<file path="src/rtl/osc_trig_capture.sv">
// Oscilloscope trigger/capture front end: decimates ADC samples, waits for an
// edge trigger, then packs pairs of kept samples into FIFO words.
module osc_trig_capture #(
    parameter int unsigned DATA_W    = 8,
    parameter int unsigned CAP_WORDS = 512,
    parameter int unsigned DECIM_W   = 16
) (
    input  logic                  clk,
    input  logic                  rst,
    input  logic [DATA_W-1:0]     adc_data,
    input  logic                  adc_valid,
    input  logic [DATA_W-1:0]     trig_level,
    input  logic                  trig_edge,
    input  logic [DECIM_W-1:0]    decim,
    input  logic                  arm,
    input  logic                  force_trig,
    input  logic                  fifo_full,
    output logic                  fifo_wr_en,
    output logic [2*DATA_W-1:0]   fifo_wr_data,
    output logic [1:0]            state,
    output logic                  cap_done,
    output logic                  overflow
);

    localparam int unsigned CNT_W = $clog2(CAP_WORDS) + 1;

    typedef enum logic [1:0] {
        S_IDLE    = 2'd0,
        S_ARMED   = 2'd1,
        S_CAPTURE = 2'd2,
        S_DONE    = 2'd3
    } state_t;

    state_t              st;
    logic [DECIM_W-1:0]  dec_cnt;
    logic [DATA_W-1:0]   prev;
    logic [DATA_W-1:0]   low;
    logic                prev_ok;
    logic                phase;
    logic [CNT_W-1:0]    word_cnt;

    logic kept;
    logic arm_ok;
    logic trig_hit;
    logic last_word;

    assign kept      = adc_valid && (dec_cnt == '0);
    assign arm_ok    = arm && ((st == S_IDLE) || (st == S_DONE));
    assign last_word = (word_cnt == CNT_W'(CAP_WORDS - 1));
    assign state     = st;

    // Edge test between the previous and the current kept sample
    assign trig_hit = prev_ok &&
                      (trig_edge ? ((prev >= trig_level) && (adc_data <  trig_level))
                                 : ((prev <  trig_level) && (adc_data >= trig_level)));

    // Decimation phase: sample kept when the counter sits at zero
    always_ff @(posedge clk or posedge rst) begin
        if (rst) begin
            dec_cnt <= '0;
        end else if (arm_ok) begin
            dec_cnt <= '0;
        end else if (adc_valid) begin
            dec_cnt <= (dec_cnt >= decim) ? '0 : dec_cnt + DECIM_W'(1);
        end
    end

    always_ff @(posedge clk or posedge rst) begin
        if (rst) begin
            st           <= S_IDLE;
            prev         <= '0;
            low          <= '0;
            prev_ok      <= 1'b0;
            phase        <= 1'b0;
            word_cnt     <= '0;
            fifo_wr_en   <= 1'b0;
            fifo_wr_data <= '0;
            cap_done     <= 1'b0;
            overflow     <= 1'b0;
        end else begin
            fifo_wr_en <= 1'b0;
            case (st)
                S_IDLE, S_DONE: begin
                    if (arm) begin
                        st       <= S_ARMED;
                        overflow <= 1'b0;
                        word_cnt <= '0;
                        phase    <= 1'b0;
                        prev_ok  <= 1'b0;
                        cap_done <= 1'b0;
                    end
                end
                S_ARMED: begin
                    if (kept && trig_hit) begin
                        // Triggering sample becomes the low half of word 0
                        st    <= S_CAPTURE;
                        low   <= adc_data;
                        phase <= 1'b1;
                    end else if (force_trig) begin
                        st    <= S_CAPTURE;
                        phase <= 1'b0;
                    end else if (kept) begin
                        prev    <= adc_data;
                        prev_ok <= 1'b1;
                    end
                end
                S_CAPTURE: begin
                    if (kept) begin
                        if (!phase) begin
                            low   <= adc_data;
                            phase <= 1'b1;
                        end else begin
                            // Word slot is consumed even when the FIFO is full
                            phase    <= 1'b0;
                            word_cnt <= word_cnt + CNT_W'(1);
                            if (fifo_full) begin
                                overflow <= 1'b1;
                            end else begin
                                fifo_wr_en   <= 1'b1;
                                fifo_wr_data <= {adc_data, low};
                            end
                            if (last_word) begin
                                st       <= S_DONE;
                                cap_done <= 1'b1;
                            end
                        end
                    end
                end
                default: st <= S_IDLE;
            endcase
        end
    end

endmodule
</file>
<file path="config.mk">
export PLATFORM = sky130hd
export DESIGN_NAME = osc_trig_capture
export DESIGN_NICKNAME = d
export VERILOG_FILES = /design/src/rtl/osc_trig_capture.sv
export SDC_FILE = /design/constraint.sdc
export NUM_CORES = 1
export LEC_CHECK = 0
export ABC_AREA = 1
export BUFFER_PORTS_ARGS = -buffer_cell sky130_fd_sc_hd__buf_2
export CORE_ASPECT_RATIO = 0.5
export CORE_MARGIN = 2
export CORE_UTILIZATION = 58
export CTS_CLUSTER_DIAMETER = 50
export DETAILED_ROUTE_END_ITERATION = 7
export PLACE_DENSITY = 0.81
export SLEW_MARGIN = 20
export SYNTH_ARGS = -nofsm -noshare
export SYNTH_HDL_FRONTEND = slang
export SYNTH_SLANG_ARGS = --single-unit
</file>
<file path="constraint.sdc">
create_clock -name clk -period 2.75 [get_ports clk]
set_clock_uncertainty 0.1 [all_clocks]
set_input_delay 0.825 -clock clk [delete_from_list [all_inputs] [get_ports clk]]
set_output_delay 0.825 -clock clk [all_outputs]
set_load 0.005 [all_outputs]
</file>
==> flow_metrics.tcl <==
set metrics [dict create \
    status "finished clean" \
    crit_required_ps 2870 \
    tritoncts "yes" \
    die_w_um 123 \
    worstMarginPinSlew_ps 390 \
    wl_per_cell_um 12.7 \
    critical_path.most_common_cell "nand2_1" \
    slowest_delay_ps 290 \
    vias 3615 \
    worst_ep_arrival_time_ps 2530 \
    yosysMostFrequentCell "nand2_1" \
    pwr-share-clk 0.297 \
    ys_types 35 \
    period_minus_slack_ps 2410 \
    start_util 0.605 \
    ys.warnings.count 0 \
    numPortBuffers 59 \
    max-vdd-ir-drop_mv 0.450 \
    grt_max_degree 66 \
    h-tree-depth 3 \
    comb_power_share 0.367 \
    p_seq_frac 0.336 \
    hold_buffers 0 \
    n_antenna_cell 0 \
    path_max_fanout 6 \
    cts_buffers 9 \
    final_net_count 673 \
    relSlewSlack 0.739 \
    ys_seq_area_frac 0.398 \
    yosys.area.top_type_share 0.398 \
    area_growth_pct 18.6 \
    crit_family "simple AND/OR/NAND/NOR gates" \
    die-area_um2 7770 \
    synthTopCellsByCount "nand2_1 (141), inv_1 (79), dfrtp_1 (65)" \
    cp_num_buf_inv 3 \
    drcViolationCount 0 \
    path_clk_slew_ps 50 \
    grt_setup_unrepaired "no" \
    ctsResizeCount 0 \
    p_int_w 0.00256 \
    synth_flop_cell "dfrtp_1" \
    path_cells "buf_2, inv_1, ha_1, nand2_1, nor2_1, nand4_1, nand3_1, nand2_1, nand2_1, nand3_1, nand2_1, buf_4, nand2_2, nand2_1, o21ai_1" \
    wl_um 8810 \
    setup.worst_path.end_class "register" \
    hold_class "register to register" \
    switching_share 0.376 \
    fin_tns_setup_ps 0 \
    ys_async_sr_fraction 1.00 \
    power.density_nw_per_um2 847 \
    grt_util_all_layers 0.256 \
    drtAntennaViolNets 0 \
    syn_avg_cell_area_um2 7.80 \
    syn-cell-area_um2 4090 \
    dp_hpwl_um 6670 \
    grt_pass1_vias 3450 \
    maxCapViolCount 0 \
    power.leakage_nw 2.62 \
    drive_gt1_frac 0.200 \
    synth.area.top_cells "dfrtp_1 (40%), nand2_1 (13%), ha_1 (12%), inv_1 (7.3%), o21ai_0 (3.2%)" \
    total_power_w 0.00410 \
    die_h_um 63.3 \
    cts-root-buf "clkbuf_16" \
    placed_cell_area_um2 4520 \
    clock_latency_ps 340 \
    synth_edf_count 0 \
    drv_slew 0 \
    yosys.area.top_type "dfrtp_1" \
    start_kind "input port" \
    hold_viol_final 0 \
    antenna_found_initial 0 \
    fin_crit_sh 0.876 \
    rows 21 \
    fmax_mhz 415 \
    via_per_inst 5.22 \
    gp_congestion 0.869 \
    clkSinkCount 65 \
    cts_buffer_depth 2 \
    grt_pass1_wl_um 15300 \
    critPathKind "input port to register" \
    syn_nets 601 \
    final_cell_area_um2 4840 \
    detail_route.iter0.violations 355 \
    overflow 0 \
    first_pass_iters 4 \
    synth_seq_cells 65 \
    fillers 537 \
    ios 60 \
    core-area_um2 6750 \
    p_sw_w 0.00154 \
    crit_path_top_delay_cell "ha_1" \
    cts_setup_buffers 0 \
    setup_viol 0 \
    syn-instance-count 524 \
]
-- area by class of cell --
cell class	count	area (µm²)	area share
clock inverter	7	95.1	0.0196
tap	92	115	0.0238
sequential	65	1630	0.336
timing repair buffer	69	383	0.0790
multi-input combinational	361	2060	0.425
inverter	90	340	0.0703
clock buffer	9	225	0.0465
-- sequential cells by signal (all words and copies together) (netlist names) --
| signal | count |
|---|---|
| prev_ok | 1 |
| state | 2 |
| overflow | 1 |
| cap_done | 1 |
| word_cnt | 10 |
| phase | 1 |
| prev | 8 |
| fifo_wr_data | 16 |
| fifo_wr_en | 1 |
| dec_cnt | 16 |
| low | 8 |
-- path summary, 6_finish.rpt --
kind	startpoint	endpoint	slack, ps	cells after the start
worst min-delay path	fifo_wr_data[4]	fifo_wr_data[4]	360	2
worst max register to register	state[0]	word_cnt[8]	530	9
max in group asynchronous	rst	fifo_wr_data[8]	1830	3
min in group asynchronous	rst	dec_cnt[13]	450	3
worst min register to register	fifo_wr_data[4]	fifo_wr_data[4]	360	2
worst max-delay path	trig_level[7]	state[0]	340	15
-- per-stage QoR --
stage | worst slack [ps] | cells | hold WS [ps] | util
after detailed placement | 9.32 | 677 | 353 | 0.670
after floorplan | 199 | 524 | 349 | -
after global placement | 66.2 | 677 | 352 | 0.670
final | 342 | 693 | 363 | 0.717
after global routing | 173 | 693 | 392 | 0.717
after CTS | 354 | 693 | 366 | 0.717
-- worst register-to-register path, delay by kind of cell (launching register included) --
kind,cells,cell delay (ps)
buffers and inverters,4,650
adders and majority gates,1,350
AOI/OAI and AO/OA,2,280
and+or+nand+nor,2,360
DFF,1,430
-- cells in the final DEF, fill, tap and decap left out, types with 5 or more instances in the layout --
master     instances
clkbuf_16          9
inv_1             78
o22ai_1            5
xor2_1             7
buf_4              9
nor2_1            26
nand4_1            9
ha_1              38
nor3_1             8
a21oi_1           22
nand2_2            7
nand3_1           24
nand2_1          141
o31ai_1            9
buf_2             59
o21ai_1           12
dfrtp_1           65
o21ai_2            8
o21ai_0           26
inv_2              9
nor2_2             5
-- kinds of logic (layout without fill, tap and decap cells) --
| family | count (synthesis) | in the layout | synth area share |
|---|---|---|---|
| buf+inv | 98 | 175 | 0.0980 |
| compound gates | 87 | 87 | 0.124 |
| fa+ha+maj | 38 | 38 | 0.116 |
| flops | 65 | 65 | 0.398 |
| xor+xnor | 8 | 8 | 0.0172 |
| simple gates | 228 | 228 | 0.246 |
-- power by group through the flow --
stage	sequential, W	combinational (W)	clock, W
2_1_floorplan	0.00137	0.00109	0
3_3_place_gp	0.00138	0.00145	0
3_5_place_dp	0.00139	0.00149	0
4_1_cts	0.00138	0.00151	0.00124
5_1_grt	0.00141	0.00174	0.00129
6_report	0.00138	0.00151	0.00122
-- layer usage --
layer,wire length [µm],vias to the layer above,track usage
met5,0,-,0
met4,149,0,0.0862
met3,431,13,0.0643
met2,4200,84,0.414
met1,4030,1681,0.337
li1,-,1837,-
No activity file was read; power rests on OpenSTA's default activity.
